## config.mk

```make
export PLATFORM = sky130hd
export DESIGN_NAME = tour_cmd
export DESIGN_NICKNAME = d
export VERILOG_FILES = /design/src/rtl/tour_cmd.sv
export SDC_FILE = /design/constraint.sdc
export NUM_CORES = 1
export LEC_CHECK = 0
export BUFFER_PORTS_ARGS = -buffer_cell sky130_fd_sc_hd__buf_2
export CAP_MARGIN = 5
export CORE_MARGIN = 2
export CORE_UTILIZATION = 46
export CTS_BUF_LIST = sky130_fd_sc_hd__clkbuf_8
export CTS_CLUSTER_DIAMETER = 60
export DETAILED_ROUTE_END_ITERATION = 8
export GPL_TIMING_DRIVEN = 0
export PLACE_DENSITY = 0.87
export RECOVER_POWER = 50
export SETUP_SLACK_MARGIN = 0.1
export SLEW_MARGIN = 15
export SYNTH_ARGS = -nofsm -noshare
export SYNTH_HDL_FRONTEND = slang
export SYNTH_SLANG_ARGS = --single-unit
```

## constraint.sdc

```tcl
create_clock -name clk -period 2.05 [get_ports clk]
set_input_delay 0 -clock clk [delete_from_list [all_inputs] [get_ports clk]]
set_output_delay 0 -clock clk [all_outputs]
set_load 0.02 [all_outputs]
```

## src/rtl/tour_cmd.sv

```systemverilog
// Tour command sequencer: multiplexes the UART command path with knight-tour
// moves, turning each move into a vertical then a horizontal motion command.
module tour_cmd #(
    parameter int NUM_MOVES = 24
) (
    input  logic        clk,
    input  logic        rst,
    input  logic        start_tour,
    output logic [4:0]  mv_indx,
    input  logic [7:0]  move,
    input  logic [15:0] cmd_UART,
    input  logic        cmd_rdy_UART,
    output logic        clr_cmd_rdy_UART,
    output logic [15:0] cmd,
    output logic        cmd_rdy,
    input  logic        clr_cmd_rdy,
    input  logic        send_resp,
    output logic [7:0]  resp
);

    typedef enum logic [2:0] {
        IDLE     = 3'd0,
        VERT     = 3'd1,
        VERT_ACK = 3'd2,
        HORZ     = 3'd3,
        HORZ_ACK = 3'd4
    } state_t;

    localparam logic [4:0] LAST_INDX = 5'(NUM_MOVES - 1);

    // Returns {dx_neg, |dx|[1:0], dy_neg, |dy|[1:0]}; only the lowest set bit counts.
    function automatic logic [5:0] decode_move(input logic [7:0] mv);
        logic [7:0] lsb;
        logic [5:0] d;
        lsb = mv & (~mv + 8'd1);
        case (lsb)
            8'h01:   d = 6'b0_01_0_10;
            8'h02:   d = 6'b1_01_0_10;
            8'h04:   d = 6'b1_10_0_01;
            8'h08:   d = 6'b1_10_1_01;
            8'h10:   d = 6'b1_01_1_10;
            8'h20:   d = 6'b0_01_1_10;
            8'h40:   d = 6'b0_10_1_01;
            8'h80:   d = 6'b0_10_0_01;
            default: d = 6'b0_00_0_00;
        endcase
        return d;
    endfunction

    state_t      state_r;
    state_t      state_nxt_s;
    logic [4:0]  mv_indx_r;
    logic [5:0]  dec_s;
    logic [15:0] vert_cmd_s;
    logic [15:0] horz_cmd_s;
    logic        is_last_s;
    logic        idx_clr_s;
    logic        idx_inc_s;

    assign mv_indx    = mv_indx_r;
    assign is_last_s  = (mv_indx_r == LAST_INDX);
    assign dec_s      = decode_move(move);
    assign vert_cmd_s = {4'b0100, (dec_s[2] ? 8'h7F : 8'h00), 2'b00, dec_s[1:0]};
    assign horz_cmd_s = {4'b0110, (dec_s[5] ? 8'h3F : 8'hBF), 2'b00, dec_s[4:3]};

    // Next-state, index control and output multiplexing.
    always_comb begin
        state_nxt_s      = state_r;
        idx_clr_s        = 1'b0;
        idx_inc_s        = 1'b0;
        cmd              = 16'h0000;
        cmd_rdy          = 1'b0;
        clr_cmd_rdy_UART = 1'b0;
        resp             = 8'h5A;
        case (state_r)
            IDLE: begin
                cmd              = cmd_UART;
                cmd_rdy          = cmd_rdy_UART;
                clr_cmd_rdy_UART = clr_cmd_rdy;
                resp             = 8'hA5;
                if (start_tour) begin
                    state_nxt_s = VERT;
                    idx_clr_s   = 1'b1;
                end else begin
                    state_nxt_s = IDLE;
                end
            end
            VERT: begin
                cmd     = vert_cmd_s;
                cmd_rdy = 1'b1;
                if (clr_cmd_rdy) begin
                    state_nxt_s = VERT_ACK;
                end else begin
                    state_nxt_s = VERT;
                end
            end
            VERT_ACK: begin
                cmd = vert_cmd_s;
                if (send_resp) begin
                    state_nxt_s = HORZ;
                end else begin
                    state_nxt_s = VERT_ACK;
                end
            end
            HORZ: begin
                cmd     = horz_cmd_s;
                cmd_rdy = 1'b1;
                if (clr_cmd_rdy) begin
                    state_nxt_s = HORZ_ACK;
                end else begin
                    state_nxt_s = HORZ;
                end
            end
            HORZ_ACK: begin
                cmd  = horz_cmd_s;
                resp = is_last_s ? 8'hA5 : 8'h5A;
                if (send_resp && is_last_s) begin
                    state_nxt_s = IDLE;
                end else if (send_resp) begin
                    state_nxt_s = VERT;
                    idx_inc_s   = 1'b1;
                end else begin
                    state_nxt_s = HORZ_ACK;
                end
            end
            default: begin
                state_nxt_s = IDLE;
            end
        endcase
    end

    // State and move-index registers.
    always_ff @(posedge clk) begin
        if (rst) begin
            state_r   <= IDLE;
            mv_indx_r <= 5'd0;
        end else begin
            state_r <= state_nxt_s;
            if (idx_clr_s) begin
                mv_indx_r <= 5'd0;
            end else if (idx_inc_s) begin
                mv_indx_r <= mv_indx_r + 5'd1;
            end
        end
    end

endmodule
```

Word level (Yosys, flattened, before mapping)
Index checks and enable logic that the tools add are counted.
{"block": "totals", "register_bits": 8, "in_bits": 30, "out_inout_bits": 31, "word_cells": 45}
{"block": "classes", "addsub": 2, "n_eq_ne": 13, "mux": 20, "bitwise": 2, "reduce_logical": 6}
{"cell": "one-hot mux 16 bit (3 select lines)", "count": 1}
{"cell": "one-hot mux 6 bit (8 select lines)", "count": 1}
{"cell": "two-way mux 8 bit", "count": 2}
{"cell": "one-hot mux 8 bit (2 select lines)", "count": 1}
{"cell": "one-hot mux 3 bit (5 select lines)", "count": 1}
{"cell": "two-way mux 3 bit", "count": 3}
{"cell": "adder 8 x 1 -> 8 bit, second input constant", "count": 1}
{"cell": "AND 8 bit", "count": 1}
{"cell": "== test 8 x 1 -> 1 bit, second input constant", "count": 1}
{"cell": "== test 8 x 2 -> 1 bit, second input constant", "count": 1}
{"cell": "== test 8 x 3 -> 1 bit, second input constant", "count": 1}
{"cell": "== test 8 x 4 -> 1 bit, second input constant", "count": 1}
{"cell": "== test 8 x 5 -> 1 bit, second input constant", "count": 1}
{"cell": "== test 8 x 6 -> 1 bit, second input constant", "count": 1}
{"cell": "== test 8 x 7 -> 1 bit, second input constant", "count": 1}
{"cell": "== test 8 bit, second input constant", "count": 1}
{"cell": "two-way mux 1 bit", "count": 8}
{"cell": "inverter 8 bit", "count": 1}
{"cell": "OR reduction 2 bit", "count": 4}
{"cell": "two-way mux 7 bit", "count": 1}
{"cell": "== test 3 x 2 -> 1 bit, second input constant", "count": 2}
{"cell": "adder 5 x 1 -> 5 bit, second input constant", "count": 1}
{"cell": "== test 5 bit, second input constant", "count": 1}
{"cell": "== test 3 x 1 -> 1 bit, second input constant", "count": 1}
{"cell": "other kinds (5)", "count": 5}

Depth between registers and ports, before layout
Gate-level depths: netlist of run 1.
{"block": "logic_depth", "word_depth": 7, "mapped_depth": 6, "ltp_nobuf": 5}

Worst setup path after synthesis of run 1
Ideal clock, no wire load.
{"block": "synth_timing", "kind": "register to output", "start": "register mv_indx_r[0], in the netlist mv_indx[0]", "end": "output resp[2]", "t_arrival_ps": 1564, "required_ps": 2050, "slack_ps": 486, "path_stages_with_launch": 7, "n_path_buf": 1, "path_cell_list": "dfxtp_1 -> ha_1 -> nand4b_1 -> nand2_1 -> nand2_1 -> inv_1 -> buf_4"}
{"block": "synth_between", "elab_chain_len": 3}
{"item": "start: declaration", "line_no": "52", "text": "logic [4:0] mv_indx_r;"}
{"item": "start signal: assignment", "line_no": "142", "text": "mv_indx_r <= mv_indx_r + 5'd1;"}
{"item": "== test 5 bit", "line_no": "61", "text": "assign is_last_s = (mv_indx_r == LAST_INDX);"}
{"item": "two-way mux 8 bit", "line_no": "116", "text": "resp = is_last_s ? 8'hA5 : 8'h5A;"}
{"item": "one-hot mux 8 bit (2 select lines)", "line_no": "75", "text": "case (state_r)"}
{"item": "end: declaration", "line_no": "18", "text": "output logic [7:0] resp"}
No other way between the ends.

Worst setup path in the final report of run 1
{"block": "layout_timing", "start": "register state_r[0]", "end": "output cmd[0]"}
{"block": "layout_between", "elab_chain_len": 3, "elab_cells_between_ends": 8, "classes_between": "eq/ne: 4; mux: 1; reduce/logical: 3"}
{"item": "start: declaration", "line_no": "50", "text": "state_t state_r;"}
{"item": "start signal: assignment", "line_no": "138", "text": "state_r <= state_nxt_s;"}
{"item": "== test 3 bit, or another cell as far along", "line_no": "75"}
{"item": "OR reduction 2 bit (no line)"}
{"item": "one-hot mux 16 bit (3 select lines) (*)", "line_no": "75"}
{"item": "end: declaration", "line_no": "14", "text": "output logic [15:0] cmd,"}
Every way passes the cells marked *; elsewhere a longest branch is shown, timed or not.

==> flow_summary.json, run 1 <==
{
  "outcome": "finished clean",
  "dieWidth_um": 48.6,
  "hold_violations": 0,
  "max_slew.worst_pin.slew_ns": 0.412,
  "cts_tree": "built",
  "fin_crit_sh": 0.819,
  "dieArea_sq_um": 2360,
  "finClkSkew_ns": 0.000355,
  "setup-tns-final_ns": 0,
  "rows": 16,
  "crit_arrival_ns": 1.68,
  "critPathBufInv": 2,
  "reg2reg_from": "mv_indx[0]",
  "hpwl_um": 2190,
  "drv_cap": 0,
  "clock_path_buffers": 2,
  "ctsRootBufferMaster": "clkbuf_8",
  "synth_seq_cells": 8,
  "htreeDepth": 1,
  "ios": 61,
  "synth.avg_cell_area_sq_um": 7.63,
  "start_util": 0.477,
  "vias": 1104,
  "nNetsFinal": 217,
  "cts_made_buffers": 3,
  "hp-class": "input port to register",
  "period_minus_slack_ns": 1.68,
  "ir_worst_vdd_v": 0.000520,
  "min_path_cells": 3,
  "drtIter0Drc": 12,
  "crit_type": "register to output port",
  "grt_pass1_wl_um": 4610,
  "synthesis.area_sq_um": 916,
  "drive_gt1_frac": 0.413,
  "track_usage": 0.237,
  "dr.pass1.iters": 4,
  "crit_required_ns": 2.05,
  "cts_sinks": 8,
  "cp_slowest_cell": "dfxtp_1",
  "syn-num-nets": 151,
  "coreArea_sq_um": 1920,
  "buffer_ports.inserted": 60,
  "layout.cells.non_filler": 211,
  "reg2reg_depth": 5,
  "critPathTopFamily": "compound AO/OA/AOI/OAI gates",
  "cp-start-kind": "register",
  "p_leak_nw": 0.604,
  "crit_chain": "buf_6, nor2_1, a2111oi_2, a31oi_1, o211ai_1, buf_2",
  "area_growth_pct": 40.7,
  "hold_path_end": "state_r[2]",
  "slowest_delay_ns": 0.39,
  "grt_pass1_vias": 1080,
  "cts_resized": 0,
  "cp_max_fo": 10,
  "gp_congestion": 0.818,
  "overflow": 0,
  "ant_nets": 0,
  "setup_viol": 0,
  "r2r_setup_slack_ns": 0.66,
  "diodes": 0,
  "totalWireLength_um": 2640,
  "fp.dieH_um": 48.6,
  "antenna_found_initial": 0,
  "clk_latency_ns": 0.22,
  "pwr_density_cell_nw_per_um2": 614,
  "rsz0062_at_grt": "false",
  "synthCells": 120,
  "wire_per_inst_um": 12.5,
  "cp-end-kind": "output port",
  "yosysUniqueCellTypes": 36,
  "max_slew_margin": 0.723,
  "rr_endpoint": "mv_indx[1]",
  "dp_cells": 207,
  "yosysWarnings": 0,
  "cts.reportedPaths.clkPinSlew_ns": 0.04,
  "fmax_mhz": 596,
  "vias_per_cell": 5.23,
  "yosysSeqAreaShare": 0.175,
  "drcViolationCount": 0,
  "grt_max_degree": 11,
  "slew_violations": 0,
  "holdCritStartpoint": "clr_cmd_rdy"
}
==> metrics by stage <==
stage / power (mW) / util / setup WS (ns) / hold slack, ns / cell area (sq um)
2_1_floorplan: 0.468 / - / 0.486 / 0.0691 / 916
3_3_place_gp: 0.597 / 0.650 / 0.649 / 0.216 / 1250
3_5_place_dp: 0.609 / 0.650 / 0.612 / 0.212 / 1250
4_1_cts: 0.799 / 0.677 / 0.370 / 0.0535 / 1300
5_1_grt: 0.842 / 0.671 / 0.238 / 0.0791 / 1290
6_report: 0.791 / 0.671 / 0.371 / 0.0526 / 1290
==> synth_stat cells <==
| library cell | count | area (sq um) |
|---|---|---|
| a2111oi_2 | 1 | 15.0 |
| a211o_1 | 1 | 8.76 |
| a211oi_4 | 1 | 20.0 |
| a21oi_1 | 12 | 60.1 |
| a221oi_2 | 1 | 15.0 |
| a22oi_1 | 1 | 7.51 |
| a31o_2 | 1 | 8.76 |
| a31oi_1 | 1 | 6.26 |
| a32oi_1 | 1 | 8.76 |
| and3_1 | 7 | 43.8 |
| buf_4 | 9 | 67.6 |
| buf_6 | 3 | 33.8 |
| dfxtp_1 | 8 | 160 |
| ha_1 | 1 | 12.5 |
| inv_1 | 5 | 18.8 |
| mux2i_1 | 2 | 20.0 |
| nand2_1 | 11 | 41.3 |
| nand3_1 | 3 | 15.0 |
| nand4_1 | 2 | 12.5 |
| nand4b_1 | 1 | 8.76 |
| nor2_1 | 17 | 63.8 |
| nor2_2 | 1 | 6.26 |
| nor3_1 | 4 | 20.0 |
| nor3_4 | 1 | 16.3 |
| nor3b_4 | 1 | 18.8 |
| nor4_4 | 1 | 21.3 |
| o211ai_1 | 1 | 7.51 |
| o21ai_0 | 3 | 15.0 |
| o21ai_1 | 1 | 5.00 |
| o311ai_0 | 2 | 17.5 |
| o31ai_1 | 8 | 60.1 |
| o31ai_4 | 1 | 21.3 |
| or2_2 | 1 | 6.26 |
| or2_4 | 1 | 8.76 |
| xnor2_1 | 1 | 8.76 |
| xor2_1 | 4 | 35.0 |
==> worst max path at each step <==
stage	from	to	slack, ns	cells after the start
floorplan	mv_indx[0]	resp[2]	0.49	6
global placement	state_r[0]	cmd[0]	0.65	6
detailed placement	state_r[0]	cmd[0]	0.61	6
CTS	mv_indx[0]	resp[5]	0.37	7
global route	mv_indx[0]	resp[7]	0.24	7
finish	state_r[0]	cmd[0]	0.37	6
==> power breakdown <==
group	total (mW)	switching, mW	internal (mW)	leakage, nW
clock	0.185	0.0586	0.127	0.0216
combinational	0.442	0.267	0.174	0.518
sequential	0.164	0.00348	0.161	0.0649
==> worst min-delay path: cells and delay by family <==
family	cells	cell delay, ns
and+or+nand+nor	1	0.07
AOI/OAI and AO/OA	1	0.06
buffers and inverters	1	0.10
==> sequential cells by signal, indices dropped and copies added, names as in the netlist <==
register	count
state_r	3
mv_indx	5
==> area by class of cell <==
| type | count | area [sq um] |
|---|---|---|
| tap | 27 | 33.8 |
| buffer | 12 | 101 |
| sequential | 8 | 160 |
| clock buffer | 3 | 41.3 |
| multi-input combinational | 95 | 636 |
| timing repair buffer | 61 | 298 |
| inverter | 5 | 18.8 |
| fill | 183 | 633 |
==> cells in the final DEF, fill, tap and decap left out, types with 2 or more instances in the layout <==
cell,n
a21oi_1,12
dfxtp_1,8
nand4_1,2
buf_2,50
inv_1,5
buf_4,9
nor2_1,17
clkbuf_8,3
o31ai_1,8
buf_6,3
mux2i_1,2
nand2_1,11
o311ai_0,2
nor3_1,4
clkbuf_1,10
o21ai_0,3
nand3_1,3
xor2_1,4
and3_1,7
==> cells by family (layout without fill, tap and decap cells) <==
kind of cell / after synthesis / after routing / share of synthesized area
DFF: 8 / 8 / 0.175
buffers and inverters: 17 / 81 / 0.131
and+or+nand+nor: 51 / 51 / 0.309
adders and majority gates: 1 / 1 / 0.0137
xor gates and xnor gates: 5 / 5 / 0.0478
muxes: 2 / 2 / 0.0219
AOI/OAI and AO/OA: 36 / 36 / 0.302
==> what timing repair did <==
| action | in CTS | in global routing |
|---|---|---|
| hold endpoints to repair | 3 | 0 |
| buffers inserted | 0 | 0 |
| hold buffers | 1 | 0 |
| setup endpoints to repair | 0 | 0 |
==> per-layer routing <==
layer / wire length (um) / global-route usage
met5: 0 / 0
met2: 1380 / 0.466
met3: 191 / 0.0525
met4: 38 / 0.0619
met1: 1030 / 0.249
No activity file was read; power rests on OpenSTA's default activity.
==> run 2, diff against run 1 <==
ABC_AREA = 1   (was not set)
CORE_UTILIZATION = 40   (was 46)
PLACE_DENSITY = 0.81   (was 0.87)
clock period = 1.75 ns   (was 2.05 ns; I/O delays follow)
==> flow_summary.json, run 2 <==
{
  "layout.cells.non_filler": 222,
  "vias_per_cell": 4.77,
  "reg2reg_depth": 7,
  "cp-end-kind": "register",
  "coreArea_sq_um": 1780,
  "gp_congestion": 0.779,
  "grt_use_met1": 0.223,
  "fin_crit_sh": 0.898,
  "use_met3": 0.0259,
  "hold_slack_ns": 0.103,
  "synth_seq_cells": 8,
  "drive_gt1_frac": 0.365,
  "synth_edf_count": 0,
  "cp-start-kind": "register",
  "slew_violations": 0,
  "grtUsageMet2": 0.342,
  "dieWidth_um": 48.1,
  "htreeDepth": 1,
  "buffer_ports.inserted": 60,
  "antenna_found_initial": 0,
  "rr_endpoint": "mv_indx[0]",
  "clk_latency_ns": 0.23,
  "start_util": 0.437,
  "synthFlopType": "dfxtp_1",
  "max_slew_margin": 0.744,
  "rows": 15,
  "vias": 1059,
  "grt_max_degree": 11,
  "r2r_setup_slack_ns": 0.18,
  "overflow": 0,
  "final_common_cell": "buf_2",
  "cts.reportedPaths.clkPinSlew_ns": 0.04,
  "nNetsFinal": 230,
  "syn-num-nets": 163,
  "drtIter0Drc": 17,
  "synthesis.area_sq_um": 779,
  "ir_worst_vdd_v": 0.000392,
  "crit_required_ns": 1.86,
  "period_minus_slack_ns": 1.57,
  "synthTopCellsByArea": "dfxtp_1 (21%), nand2_1 (16%), nand3_1 (11%)",
  "synthTopCellsByCount": "nand2_1 (34), nor2_1 (19), nand3_1 (17)",
  "crit_type": "register to register",
  "hold_violations": 0,
  "fp.dieH_um": 48.1,
  "dp_cells": 217,
  "ant_nets": 0,
  "synth.most_common_cell": "nand2_1",
  "dr.pass1.iters": 4,
  "grt_pass1_wl_um": 3150,
  "outcome": "finished clean",
  "synth_top_area_frac": 0.205,
  "pwr_density_cell_nw_per_um2": 704,
  "grt_pass1_vias": 810,
  "synth.avg_cell_area_sq_um": 5.91,
  "totalWireLength_um": 2220,
  "cts_sinks": 8,
  "dieArea_sq_um": 2320,
  "yosysSeqAreaShare": 0.205,
  "hp-class": "input port to register",
  "ctsRootBufferMaster": "clkbuf_8",
  "setup_viol": 0,
  "clock_path_buffers": 2,
  "largest_reg_flops": 5,
  "rsz0062_at_grt": "false",
  "finClkSkew_ns": 0.00197,
  "wire_per_inst_um": 10.0,
  "critPathMostFrequentCell": "nor2_1",
  "slowest_delay_ns": 0.42,
  "grt_most_used_layer": "met2",
  "synthCells": 132,
  "cp_max_fo": 6,
  "hpwl_um": 1840,
  "crit_chain": "ha_4, nand2_1, nor2_4, clkbuf_1, nor2_1, o21ai_0, nor2_1",
  "layout_common_cells": "buf_2 (51), nand2_1 (34), nor2_1 (20)",
  "cp-endpoint": "mv_indx[0]",
  "fmax_mhz": 636,
  "setup-tns-final_ns": 0,
  "reg2reg_from": "mv_indx[1]",
  "diodes": 0,
  "worstSetupStartpoint": "mv_indx[1]",
  "crit_arrival_ns": 1.68,
  "cp_slowest_cell": "dfxtp_1",
  "n_fill_cell": 181,
  "cts_made_buffers": 3,
  "yosysTopAreaCell": "dfxtp_1",
  "max_slew.worst_pin.slew_ns": 0.382,
  "drcViolationCount": 0,
  "ios": 61,
  "drv_cap": 0,
  "yosysUniqueCellTypes": 22,
  "area_growth_pct": 49.4,
  "yosysWarnings": 0,
  "cts_tree": "built",
  "p_leak_nw": 0.633,
  "track_usage": 0.186,
  "async_reset_ff_frac": 0
}
run 2: changes by cell type after synthesis, moves of 3 or more:
cell,previous run,this run
a21oi_1,12,4
and3_1,7,0
buf_4,9,6
inv_1,5,13
nand2_1,11,34
nand3_1,3,17
nor2_4,0,3
o21ai_0,3,10
o31ai_1,8,0
xor2_1,4,1
run 2: worst min path at each step:
stage	startpoint	endpoint	slack, ns	cells after the start
after CTS	clr_cmd_rdy	state_r[1]	0.10	4
after global routing	clr_cmd_rdy	state_r[1]	0.13	4
after detailed placement	rst	state_r[2]	0.22	2
after global placement	rst	state_r[2]	0.21	2
final	clr_cmd_rdy	state_r[1]	0.10	4
after floorplan	rst	state_r[2]	0.07	1
run 2: cells by family after synthesis:
| logic type | Yosys count | synth area share |
|---|---|---|
| compound gates | 16 | 0.104 |
| xor+xnor | 1 | 0.0112 |
| fa+ha+maj | 1 | 0.0160 |
| buf+inv | 23 | 0.151 |
| flops | 8 | 0.205 |
| simple gates | 83 | 0.512 |
run 2: routing by layer:
layer / share of wire / wire length (um)
met5: 0 / 0
met4: 0.0077 / 17
met3: 0.089 / 197
met2: 0.49 / 1090
met1: 0.41 / 917
run 2: layout make-up:
| cell class | count | area [sq um] | share of cell area |
|---|---|---|---|
| tap | 25 | 31.3 | 0.0269 |
| timing repair buffer | 62 | 303 | 0.260 |
| buffer | 8 | 61.3 | 0.0526 |
| multi-input combinational | 101 | 510 | 0.438 |
| inverter | 15 | 56.3 | 0.0483 |
| clock buffer | 3 | 41.3 | 0.0354 |
| sequential | 8 | 161 | 0.139 |
run 2: power breakdown:
part / internal [mW] / total, mW / switching (mW) / leakage, nW
clock network: 0.149 / 0.218 / 0.0693 / 0.0216
registers: 0.188 / 0.195 / 0.00700 / 0.0653
logic: 0.156 / 0.407 / 0.251 / 0.546
total: 0.493 / 0.819 / 0.327 / 0.633
run 2: critical path, delay by kind of cell, from the launching register on:
family                     cells  cell delay (ns)
AOI/OAI and AO/OA              1             0.18
adders and majority gates      1             0.19
buffers and inverters          1             0.23
DFF                            1             0.42
and+or+nand+nor                4             0.44
run 2: repair_timing:
| action | CTS | global route |
|---|---|---|
| pin swaps | 1 | 0 |
| endpoints found under the hold margin | 3 | 0 |
| gates resized for setup | 1 | 2 |
| buffers inserted | 1 | 0 |
| setup endpoints to repair | 3 | 3 |
| hold buffers | 1 | 0 |
run 2: metrics by stage:
step           worst slack [ns]  instance area (sq um)  utilization  total power [mW]
2_1_floorplan             0.180                    783            -             0.470
3_3_place_gp              0.325                   1110        0.625             0.602
3_5_place_dp              0.285                   1110        0.625             0.608
4_1_cts                   0.178                   1180        0.660             0.828
5_1_grt                  0.0643                   1160        0.653             0.876
6_report                  0.179                   1160        0.653             0.819
==> run 3, diff against run 2 <==
ABC_AREA = 0   (was 1)
CORE_UTILIZATION = 43   (was 40)
PLACE_DENSITY = 0.82   (was 0.81)
==> flow_summary.json, run 3 (synthesis results as in run 1) <==
{
  "outcome": "finished clean",
  "track_usage": 0.216,
  "wire_per_inst_um": 12.8,
  "setup_viol": 0,
  "r2r_setup_slack_ns": 0.28,
  "fp.dieH_um": 50.2,
  "vias_per_cell": 5.32,
  "hpwl_um": 2180,
  "overflow": 0,
  "final_common_cell": "buf_2",
  "switching_share": 0.419,
  "coreArea_sq_um": 1980,
  "rr_endpoint": "mv_indx[1]",
  "hold_path_end": "state_r[2]",
  "switchingPower_mw": 0.395,
  "grt_pass1_vias": 1052,
  "hold_violations": 0,
  "cts_tree": "built",
  "area_growth_pct": 42.9,
  "crit_chain": "buf_4, nor3b_2, o21ai_0, o211ai_1, buf_4",
  "gp_congestion": 0.847,
  "layout_common_cells": "buf_2 (48), nor2_1 (16), buf_4 (12), a21oi_1 (12)",
  "power_frac_seq": 0.204,
  "layout.cells.non_filler": 213,
  "rows": 16,
  "totalWireLength_um": 2730,
  "combPwrFrac": 0.563,
  "largest_reg_flops": 5,
  "ant_nets": 0,
  "n_fill_cell": 183,
  "cts_made_buffers": 3,
  "dr.pass1.iters": 5,
  "max_slew.worst_pin.slew_ns": 0.434,
  "grt_max_degree": 11,
  "drcViolationCount": 0,
  "finClkSkew_ns": 0.00235,
  "period_minus_slack_ns": 1.58,
  "fin_crit_sh": 0.904,
  "layout_setup_ws_ns": 0.168,
  "vias": 1133,
  "critPathMostFrequentCell": "buf_4",
  "rsz0062_at_grt": "false",
  "ios": 61,
  "pwr_density_cell_nw_per_um2": 719,
  "clk_latency_ns": 0.23,
  "slowest_delay_ns": 0.41,
  "grt_pass1_wl_um": 4360,
  "buffer_ports.inserted": 60,
  "clock_path_buffers": 2,
  "cp_max_fo": 8,
  "slew_violations": 0,
  "drive_gt1_frac": 0.435,
  "nNetsFinal": 219,
  "cp_slowest_cell": "nor3b_2",
  "cts.reportedPaths.clkPinSlew_ns": 0.04,
  "hp-class": "input port to register",
  "fmax_mhz": 632,
  "cp-start-kind": "register",
  "preCtsSetupSlack_ns": 0.313,
  "reg2reg_depth": 5,
  "min_path_cells": 3,
  "internal_power_mw": 0.547,
  "setup-tns-final_ns": 0,
  "holdCritStartpoint": "clr_cmd_rdy",
  "reg2reg_from": "state_r[1]",
  "dieArea_sq_um": 2520,
  "max_slew_margin": 0.710,
  "critPathBufInv": 2,
  "dp_cells": 207,
  "crit_required_ns": 1.75,
  "diodes": 0,
  "multi_input_area_sq_um": 637,
  "critPathTopFamily": "simple AND/OR/NAND/NOR gates",
  "clock_power_share": 0.234,
  "dieWidth_um": 50.2,
  "drv_cap": 0,
  "ir_worst_vdd_v": 0.000545,
  "antenna_found_initial": 0,
  "htreeDepth": 1,
  "cp-end-kind": "output port",
  "start_util": 0.462,
  "drtIter0Drc": 30,
  "p_leak_nw": 0.613,
  "crit_arrival_ns": 1.58,
  "cts_sinks": 8,
  "crit_type": "register to output port",
  "ctsRootBufferMaster": "clkbuf_8",
  "regArea_sq_um": 163
}
## run 3: worst max path at each step
stage               endpoint  cells past startpoint  slack [ns]  startpoint
global route          cmd[0]                      5        0.08  state_r[1]
detailed placement    cmd[0]                      6        0.31  state_r[0]
floorplan            resp[2]                      6        0.19  mv_indx[0]
finish                cmd[0]                      5        0.17  state_r[1]
CTS                   cmd[0]                      6        0.13  state_r[0]
global placement      cmd[0]                      6        0.35  state_r[0]
## run 3: final cells by class
cell class	instances	area share
Inverter	5	0.0143
Buffer	12	0.0774
Sequential cell	8	0.124
Clock buffer	3	0.0315
Timing Repair Buffer	63	0.240
Tap cell	27	0.0258
Multi-Input combinational cell	95	0.487
## run 3: timing repair
action	CTS	global route
setup endpoints to repair	4	13
gates resized for setup	3	3
endpoints found under the hold margin	3	0
pin swaps	0	2
hold buffers	1	0
setup buffers	0	2
## run 3: power by group through the flow
stage | sequential [mW] | clock (mW) | combinational, mW
floorplan | 0.195 | 0 | 0.354
CTS | 0.193 | 0.223 | 0.529
global route | 0.192 | 0.237 | 0.572
finish | 0.192 | 0.220 | 0.530
detailed placement | 0.195 | 0 | 0.522
global placement | 0.195 | 0 | 0.509
## run 3: layer usage
metal  vias up  global-route usage  wire length (um)
met4         0              0.0509                35
met1       507               0.248              1100
met3         6              0.0268               189
met2        53               0.417              1400
met5         -                   0                 0
li1        567                   -                 -
## run 3: stage by stage
stage               hold WS [ns]  instance area (sq um)  power [mW]  utilization
detailed placement         0.215                   1250       0.717        0.631
global route              0.0782                   1310        1.00        0.660
global placement           0.215                   1250       0.703        0.631
finish                    0.0597                   1310       0.941        0.660
floorplan                 0.0691                    916       0.548            -
CTS                       0.0749                   1310       0.945        0.658
## run 3: worst min-delay path, cell delays in order
cell and delay (ns):
buf_2 0.10, a22oi_1 0.06, nor2_1 0.09
